--- config.mk ---
export PLATFORM = sky130hd
export DESIGN_NAME = seq_key_expansion
export DESIGN_NICKNAME = d
export VERILOG_FILES = /design/src/rtl/seq_key_expansion.sv
export SDC_FILE = /design/constraint.sdc
export NUM_CORES = 2
export LEC_CHECK = 0
export CORE_AREA = 2 2 598 600
export CTS_CLUSTER_SIZE = 25
export DETAILED_ROUTE_END_ITERATION = 7
export DIE_AREA = 0 0 600 602
export SLEW_MARGIN = 25
export SYNTH_ARGS = -nofsm -noshare
export SYNTH_HDL_FRONTEND = slang
export SYNTH_SLANG_ARGS = --single-unit
--- constraint.sdc ---
create_clock -name clk -period 8.5 [get_ports clk]
set_input_delay 1.275 -clock clk [delete_from_list [all_inputs] [get_ports clk]]
set_output_delay 1.275 -clock clk [all_outputs]
set_load 0.01 [all_outputs]
--- src/rtl/seq_key_expansion.sv ---
// Iterative AES key schedule: one 32-bit schedule word per clock through a single
// shared SubWord path, filling the packed round-key bus for AES-128/192/256.
module seq_key_expansion #(
  parameter int Nk = 4,
  parameter int Nr = 10
) (
  input  logic                     clk,
  input  logic                     reset_n,
  input  logic                     start,
  input  logic [Nk*32-1:0]         key,
  output logic [(Nr+1)*128-1:0]    allKeys,
  output logic                     busy,
  output logic                     done,
  output logic [1:0]               dbg_state
);

  localparam int NW = 4 * (Nr + 1);
  localparam int KW = NW * 32;
  localparam int IW = $clog2(NW + 1);

  typedef enum logic [1:0] {
    IDLE = 2'd0,
    RUN  = 2'd1,
    DONE = 2'd2
  } state_t;

  localparam logic [7:0] SBOX [256] = '{
    8'h63, 8'h7c, 8'h77, 8'h7b, 8'hf2, 8'h6b, 8'h6f, 8'hc5, 8'h30, 8'h01, 8'h67, 8'h2b, 8'hfe, 8'hd7, 8'hab, 8'h76,
    8'hca, 8'h82, 8'hc9, 8'h7d, 8'hfa, 8'h59, 8'h47, 8'hf0, 8'had, 8'hd4, 8'ha2, 8'haf, 8'h9c, 8'ha4, 8'h72, 8'hc0,
    8'hb7, 8'hfd, 8'h93, 8'h26, 8'h36, 8'h3f, 8'hf7, 8'hcc, 8'h34, 8'ha5, 8'he5, 8'hf1, 8'h71, 8'hd8, 8'h31, 8'h15,
    8'h04, 8'hc7, 8'h23, 8'hc3, 8'h18, 8'h96, 8'h05, 8'h9a, 8'h07, 8'h12, 8'h80, 8'he2, 8'heb, 8'h27, 8'hb2, 8'h75,
    8'h09, 8'h83, 8'h2c, 8'h1a, 8'h1b, 8'h6e, 8'h5a, 8'ha0, 8'h52, 8'h3b, 8'hd6, 8'hb3, 8'h29, 8'he3, 8'h2f, 8'h84,
    8'h53, 8'hd1, 8'h00, 8'hed, 8'h20, 8'hfc, 8'hb1, 8'h5b, 8'h6a, 8'hcb, 8'hbe, 8'h39, 8'h4a, 8'h4c, 8'h58, 8'hcf,
    8'hd0, 8'hef, 8'haa, 8'hfb, 8'h43, 8'h4d, 8'h33, 8'h85, 8'h45, 8'hf9, 8'h02, 8'h7f, 8'h50, 8'h3c, 8'h9f, 8'ha8,
    8'h51, 8'ha3, 8'h40, 8'h8f, 8'h92, 8'h9d, 8'h38, 8'hf5, 8'hbc, 8'hb6, 8'hda, 8'h21, 8'h10, 8'hff, 8'hf3, 8'hd2,
    8'hcd, 8'h0c, 8'h13, 8'hec, 8'h5f, 8'h97, 8'h44, 8'h17, 8'hc4, 8'ha7, 8'h7e, 8'h3d, 8'h64, 8'h5d, 8'h19, 8'h73,
    8'h60, 8'h81, 8'h4f, 8'hdc, 8'h22, 8'h2a, 8'h90, 8'h88, 8'h46, 8'hee, 8'hb8, 8'h14, 8'hde, 8'h5e, 8'h0b, 8'hdb,
    8'he0, 8'h32, 8'h3a, 8'h0a, 8'h49, 8'h06, 8'h24, 8'h5c, 8'hc2, 8'hd3, 8'hac, 8'h62, 8'h91, 8'h95, 8'he4, 8'h79,
    8'he7, 8'hc8, 8'h37, 8'h6d, 8'h8d, 8'hd5, 8'h4e, 8'ha9, 8'h6c, 8'h56, 8'hf4, 8'hea, 8'h65, 8'h7a, 8'hae, 8'h08,
    8'hba, 8'h78, 8'h25, 8'h2e, 8'h1c, 8'ha6, 8'hb4, 8'hc6, 8'he8, 8'hdd, 8'h74, 8'h1f, 8'h4b, 8'hbd, 8'h8b, 8'h8a,
    8'h70, 8'h3e, 8'hb5, 8'h66, 8'h48, 8'h03, 8'hf6, 8'h0e, 8'h61, 8'h35, 8'h57, 8'hb9, 8'h86, 8'hc1, 8'h1d, 8'h9e,
    8'he1, 8'hf8, 8'h98, 8'h11, 8'h69, 8'hd9, 8'h8e, 8'h94, 8'h9b, 8'h1e, 8'h87, 8'he9, 8'hce, 8'h55, 8'h28, 8'hdf,
    8'h8c, 8'ha1, 8'h89, 8'h0d, 8'hbf, 8'he6, 8'h42, 8'h68, 8'h41, 8'h99, 8'h2d, 8'h0f, 8'hb0, 8'h54, 8'hbb, 8'h16
  };

  function automatic logic [31:0] sub_word(input logic [31:0] x);
    return {SBOX[x[31:24]], SBOX[x[23:16]], SBOX[x[15:8]], SBOX[x[7:0]]};
  endfunction

  state_t          r_state;
  logic [KW-1:0]   r_all;
  logic [IW-1:0]   r_i;
  logic [2:0]      r_k;
  logic [7:0]      r_rcon;
  logic            r_busy;
  logic            r_done;

  logic [31:0]     w_words [NW];
  logic [31:0]     w_prev;
  logic [31:0]     w_old;
  logic [31:0]     w_sub_in;
  logic [31:0]     w_sub;
  logic [31:0]     w_temp;
  logic [31:0]     w_new;
  logic [7:0]      w_rcon_next;
  logic            w_k_zero;

  // Word-granular view of the schedule so w[i-1] and w[i-Nk] are plain muxes.
  for (genvar g = 0; g < NW; g++) begin : g_words
    assign w_words[g] = r_all[KW-1-32*g -: 32];
  end

  always_comb begin
    w_prev      = w_words[r_i - IW'(1)];
    w_old       = w_words[r_i - IW'(Nk)];
    w_k_zero    = (r_k == 3'd0);
    // RotWord only feeds the shared S-box on the k==0 step.
    w_sub_in    = w_k_zero ? {w_prev[23:0], w_prev[31:24]} : w_prev;
    w_sub       = sub_word(w_sub_in);
    w_temp      = w_prev;
    if (w_k_zero) begin
      w_temp = w_sub ^ {r_rcon, 24'h0};
    end else if (Nk == 8 && r_k == 3'd4) begin
      w_temp = w_sub;
    end
    w_new       = w_old ^ w_temp;
    w_rcon_next = {r_rcon[6:0], 1'b0} ^ (r_rcon[7] ? 8'h1b : 8'h00);
  end

  always_ff @(posedge clk or negedge reset_n) begin
    if (!reset_n) begin
      r_state <= IDLE;
      r_all   <= '0;
      r_i     <= '0;
      r_k     <= '0;
      r_rcon  <= 8'h01;
      r_busy  <= 1'b0;
      r_done  <= 1'b0;
    end else begin
      case (r_state)
        IDLE, DONE: begin
          if (start) begin
            r_all   <= {key, {(KW-Nk*32){1'b0}}};
            r_i     <= IW'(Nk);
            r_k     <= '0;
            r_rcon  <= 8'h01;
            r_busy  <= 1'b1;
            r_done  <= 1'b0;
            r_state <= RUN;
          end
        end
        RUN: begin
          for (int j = Nk; j < NW; j++) begin
            if (r_i == IW'(j)) r_all[KW-1-32*j -: 32] <= w_new;
          end
          r_i <= r_i + IW'(1);
          r_k <= (r_k == 3'(Nk-1)) ? 3'd0 : r_k + 3'd1;
          if (w_k_zero) r_rcon <= w_rcon_next;
          if (r_i == IW'(NW-1)) begin
            r_busy  <= 1'b0;
            r_done  <= 1'b1;
            r_state <= DONE;
          end
        end
        default: r_state <= IDLE;
      endcase
    end
  end

  assign allKeys   = r_all;
  assign busy      = r_busy;
  assign done      = r_done;
  assign dbg_state = r_state;

endmodule

* Yosys cells after proc, flatten, opt, wreduce, memory -nomap -nowiden
Memory sizes are Yosys's and may differ from the RTL's. Index checks and enable logic that the tools add are counted.
Storage, ports and cells: bits in registers 1429, memories kept 4, input bits 131, bits in read-only memories 8192
Memories:
- (name not given) | depth 256, width 8, read ports 1, clocked after Yosys merged registers in 0, wr ports 0, RTL line 47 | return {SBOX[x[31:24]], SBOX[x[23:16]], SBOX[x[15:8]], SBOX[x[7:0]]};
- (name not given) | depth 256, width 8, read ports 1, clocked after Yosys merged registers in 0, wr ports 0, RTL line 47
- (name not given) | depth 256, width 8, read ports 1, clocked after Yosys merged registers in 0, wr ports 0, RTL line 47
- (name not given) | depth 256, width 8, read ports 1, clocked after Yosys merged registers in 0, wr ports 0, RTL line 47
Cells by class: reductions and logical operators 48, $add $sub $neg 4, bitwise logic cells 9, $lt $le $gt $ge 6, mux-type cells 76, equal/unequal tests 85
Operators by type and width (number):
- one-hot mux 1280 bit (2 select lines) | 1
- two-way mux 32 bit | 46
- two-way mux 1280 bit | 1
- binary-select mux 32 bit (select 6 bit) | 2
- AND reduction 3 bit | 41
- equality test 6 x 5 -> 1 bit, second input constant | 16
- inequality test 2 bit, second input constant | 42
- two-way mux 8 bit | 10
- equality test 6 bit, second input constant | 12
- XOR 32 bit | 2
- equality test 6 x 4 -> 1 bit, second input constant | 8
- greater-or-equal comparator 9 bit, second input constant | 4
- NOT 8 -> 9 bit | 4
- equality test 6 x 3 -> 1 bit, second input constant | 4
- one-hot mux 8 bit (2 select lines) | 1
- greater-or-equal comparator 7 bit, second input constant | 2
- NOT 6 -> 7 bit | 2
- one-hot mux 6 bit (2 select lines) | 1
- XOR 8 x 5 -> 8 bit | 1
- adder 6 x 1 -> 6 bit, second input constant | 1
- two-way mux 3 bit | 2
- two-way mux 6 bit | 1
- one-hot mux 3 bit (2 select lines) | 1
- AND reduction 2 bit | 3
- other kinds (15) | 20

* Depth between registers and ports, before layout
depth after elaboration 15, gate-level depth with buffers 38

* Worst setup path before layout
No wires, ideal clock.
kind reg2reg, from register r_i[1], to register r_all[603] (netlist: allKeys[603]), arrival time 8.154 ns, slack 0.221 ns, data required time 8.374 ns, period minus slack after synthesis 8.279 ns, path buffers 13, cell stages (with the launch flop) 34, cell sequence dfrtp_1 buf_2 buf_2 buf_1 clkbuf_1 clkbuf_1 clkbuf_1 buf_1 inv_1 ha_1 buf_2 xor2_4 buf_8 buf_12 mux4_2 a32o_1 a211oi_1 o211ai_2 o22a_4 inv_2 clkbuf_1 ha_1 clkbuf_1 inv_1 a21oi_1 a211o_1 a311oi_1 a311oi_1 a311oi_1 or3_1 a31oi_1 xor2_1 buf_6 o21ai_2
On the way: word-level cells in the longest chain between the ends 15, elaborated cells on any way between the ends 23, those cells by class 2 x add/sub; 2 x eq/ne; 12 x mux; 5 x bitwise; 1 x reduce/logical; 1 x memory
RTL lines:
- start: declaration | RTL line 52 | logic [IW-1:0] r_i;
- start signal: assignment | RTL line 104 | r_i <= IW'(Nk);
- start signal: assignment | RTL line 116 | r_i <= r_i + IW'(1);
- subtractor 6 x 1 -> 6 bit | RTL line 74 | w_prev = w_words[r_i - IW'(1)];
- NOT 6 -> 7 bit (not written as such) | RTL line 74
- binary-select mux 32 bit (select 6 bit) | RTL line 74
- two-way mux 32 bit (not written as such) (2 in series) | RTL line 74
- two-way mux 32 bit | RTL line 78 | w_sub_in = w_k_zero ? {w_prev[23:0], w_prev[31:24]} : w_prev;
- NOT 8 -> 9 bit (not written as such) | RTL line 47
- memory read (256 x 8 bit)
- two-way mux 8 bit (not written as such) (2 in series) | RTL line 47
- XOR 32 bit | RTL line 82 | w_temp = w_sub ^ {r_rcon, 24'h0};
- two-way mux 32 bit | RTL line 81 | if (w_k_zero) begin
- XOR 32 bit | RTL line 86 | w_new = w_old ^ w_temp;
- two-way mux 32 bit | RTL line 114 | if (r_i == IW'(j)) r_all[KW-1-32*j -: 32] <= w_new;
- one-hot mux 1280 bit (2 select lines) | RTL line 100 | case (r_state)
- end signal: assignment | RTL line 103 | r_all <= {key, {(KW-Nk*32){1'b0}}};
- end signal: indexed assignment | RTL line 114
- end: declaration | RTL line 51 | logic [KW-1:0] r_all;
Several ways; a longest one is shown, not always the timed one. The select of a mux whose other input is x is not followed. A chain may end at the register's enable or synchronous reset.

* Final worst setup path
from register r_i[1], to register r_all[455] (netlist: allKeys[455])
The elaborated chain is that of the path after synthesis.

==> run_results.csv <==
group,metric,value,unit
status,status,"complete, but fails checks",
status,violations,"DRC",
critical_path,worstSetupPathType,"register to register",
clocking,cts_buffers,174,
clocking,cts-htree-levels,4,
grt,grt_util_met1,43.99,%
critical_path,end_kind,"register",
grt,grt_pass1_vias,90180,
synth,synthTopCellsByCount,"1428 x dfrtp_1, 1307 x nand3_1, 1147 x o21ai_0, 824 x nand2_1, 761 x clkbuf_1",
timing,setup_violations,0,
placed_design,dp_cells,15160,
clocking,cts.sinks,1429,
timing,fmax,119.6,MHz
synth,synth-async-reset-ratio,100.0,%
grt,grt_pass1_wl,909.9,mm
job,max_cap_violations,0,
hold_path,min_path_type,"input port to asynchronous set/reset pin",
timing,worstMarginPinSlew,1336,ps
synth,synth.avg_cell_area,9.814,sq um
timing,hold_viol,0,
drt,vias,98460,
critical_path,worstPathRequired,9200,ps
drt,via_per_inst,6.303,
cells_and_area,drive_gt1_share,18.56,%
placed_design,postPlaceCellArea,115200,sq um
synth,synth.top_cell.area_share,38.88,%
placed_design,dp_hpwl,536.3,mm
die,die_w,600,um
cells_and_area,fin_nets,10780,
synth,synth_edf_count,0,
drt,route.detailed.drc,1,
cells_and_area,multi_input_area,51800,sq um
timing,skew,120.2,ps
timing,fin_crit_sh,98.35,%
synth,synth_most_common_cell,"dfrtp_1",
cells_and_area,synthToLayoutAreaGrowth,32.39,%
die,initial_core_util,25.90,%
grt,grt_start_max_net_pins,219,
critical_path,setup.worst_path.start_class,"register",
grt,grt.busiest_layer,"met2",
grt,grt_overflow,0,
grt,grt_usage,37.43,%
cells_and_area,finalInstanceArea,121700,sq um
synth,synth_area,91900,sq um
critical_path,path_common_cell,"buf_4",
drt,drtPass1Iterations,8,
synth,synthCells,9364,
grt,antenna_found_initial,111,
synth,synthDistinctLibCells,120,
timing,setup_tns,0,ps
die,io-pin-count,1543,
critical_path,path_buf_inv,6,
synth,synth_top_cell_by_area,"dfrtp_1",
clocking,cts_tree,"done",
timing,slew-limit-headroom,10.95,%
die,core_area,354800,sq um
drt,wl,697.6,mm
die,fp.dieH,602,um
placed_design,portBuffers,1542,
cells_and_area,regArea,35770,sq um
critical_path,crit_chain,"inv_1 -> ha_1 -> xor2_4 -> buf_12 -> buf_4 -> mux4_2 -> mux2i_1 -> o22a_1 -> o211ai_2 -> o21ai_1 -> buf_4 -> ha_1 -> buf_4 -> nor2_1 -> a21oi_1 -> nor2_1 -> nor4_1 -> a2111oi_1 -> o21ai_0 -> o211ai_1 -> xnor2_2 -> buf_12 -> o21ai_0",
critical_path,path_delay_family,"compound AO/OA/AOI/OAI gates",
timing,fin_crit,8360,ps
synth,ys.flop_type,"dfrtp_1",
cells_and_area,final_cells,15620,
timing,slew_violations,0,
die,dieArea,361200,sq um
synth,netlist_top_cells_area,"dfrtp_1 39%, mux4_2 18%, nand3_1 7.1%",
critical_path,path_max_fanout,25,
grt,use_met3,14.76,%
clocking,cts.clk_slew.worst_paths,70,ps
drt,postRouteAntennaNets,0,
cells_and_area,final_core_util,34.29,%
clocking,post_cts_buffers,0,
die,rows,219,
drt,first_iter_violations,16900,
placed_design,gp_congestion,1.068,
critical_path,worst_path_max_delay_cell,"dfrtp_4",
synth,ys_warn_count,0,
cells_and_area,fillCellCount,36010,
clocking,cts.path.max_buffers,4,
critical_path,arrival,9060,ps
synth,synth_seq_cells,1429,
clocking,worstSkewPairLatency,970,ps
timing,rsz0062_at_grt,"false",
clocking,clockRootBuffer,"clkbuf_16",
critical_path,cpPeakStageDelay,610,ps
synth,syn-num-nets,9558,
grt,gr-usage-met2,52.17,%
drt,post_drt_wl_per_cell,44.66,um
synth,yosysSeqAreaShare,38.91,%
cell type report:
type	instances	share of cell area [%]
sequential	1429	29.40
tap	4751	4.886
clock buffer	242	4.085
clock inverter	66	0.8361
multi-input combinational	6763	42.57
timing repair buffer	2183	17.79
inverter	38	0.1183
antenna	148	0.3044
flip-flops by register name, indices dropped and copies added, names as in the netlist:
name,count
allKeys,1408
busy,1
dbg_state,2
done,1
r_i,6
r_k,3
r_rcon,8
cell usage in the layout (no fill, tap or decap), drive strengths merged, types with 81 or more instances in the layout:
cell type / instances
o21ai: 1475
a31oi: 200
mux2i: 145
nor2: 428
a211oi: 81
nand2: 826
buf: 641
nor3: 167
a21oi: 302
clkdlybuf4s50: 1541
nand3: 1312
mux4: 745
diode: 148
clkbuf: 243
dfrtp: 1428
layer usage:
| layer | up-vias | wire [um] |
|---|---|---|
| met2 | 8043 | 284400 |
| met3 | 1862 | 89570 |
| met4 | 48 | 78920 |
| li1 | 38260 | - |
| met1 | 50240 | 244400 |
| met5 | - | 299 |
kinds of logic (layout without fill, tap and decap cells):
| family | after synthesis | count (layout) | share of synthesized area (%) |
|---|---|---|---|
| multiplexers | 960 | 960 | 20.74 |
| buffers and inverters | 1172 | 2529 | 5.905 |
| AND/OR/NAND/NOR | 2947 | 2947 | 14.89 |
| other | 0 | 148 | 0 |
| AO/OA/AOI/OAI | 2743 | 2743 | 18.17 |
| XOR/XNOR | 50 | 50 | 0.5296 |
| adder cells (fa/ha/maj) | 63 | 63 | 0.8578 |
| flip-flops | 1429 | 1429 | 38.91 |
repair_timing:
action,4_1_cts,5_1_grt
resized for setup,0,4
setup endpoints to repair,0,51
hold buffers,0,0
metrics by stage:
step                setup slack [ps]  hold slack, ps
CTS                            327.9           315.1
floorplan                      220.9           467.4
global route                   52.50           349.9
detailed placement             354.3           496.7
finish                         140.3           318.1
global placement               58.23           464.1
worst paths after layout:
check / to / from / slack [ps] / cells after the start
max in group asynchronous: allKeys[650] / reset_n / 6040 / 3
min in group clk: busy / busy / 520 / 2
hold / removal: allKeys[204] / reset_n / 320 / 1
setup / recovery: allKeys[455] / r_i[1] / 140 / 23
setup reg to reg: allKeys[455] / r_i[1] / 140 / 23
hold reg to reg: busy / busy / 520 / 2
Power is not shown: default switching activity piles up to over one toggle a cycle in this logic, so the estimate is an artifact.
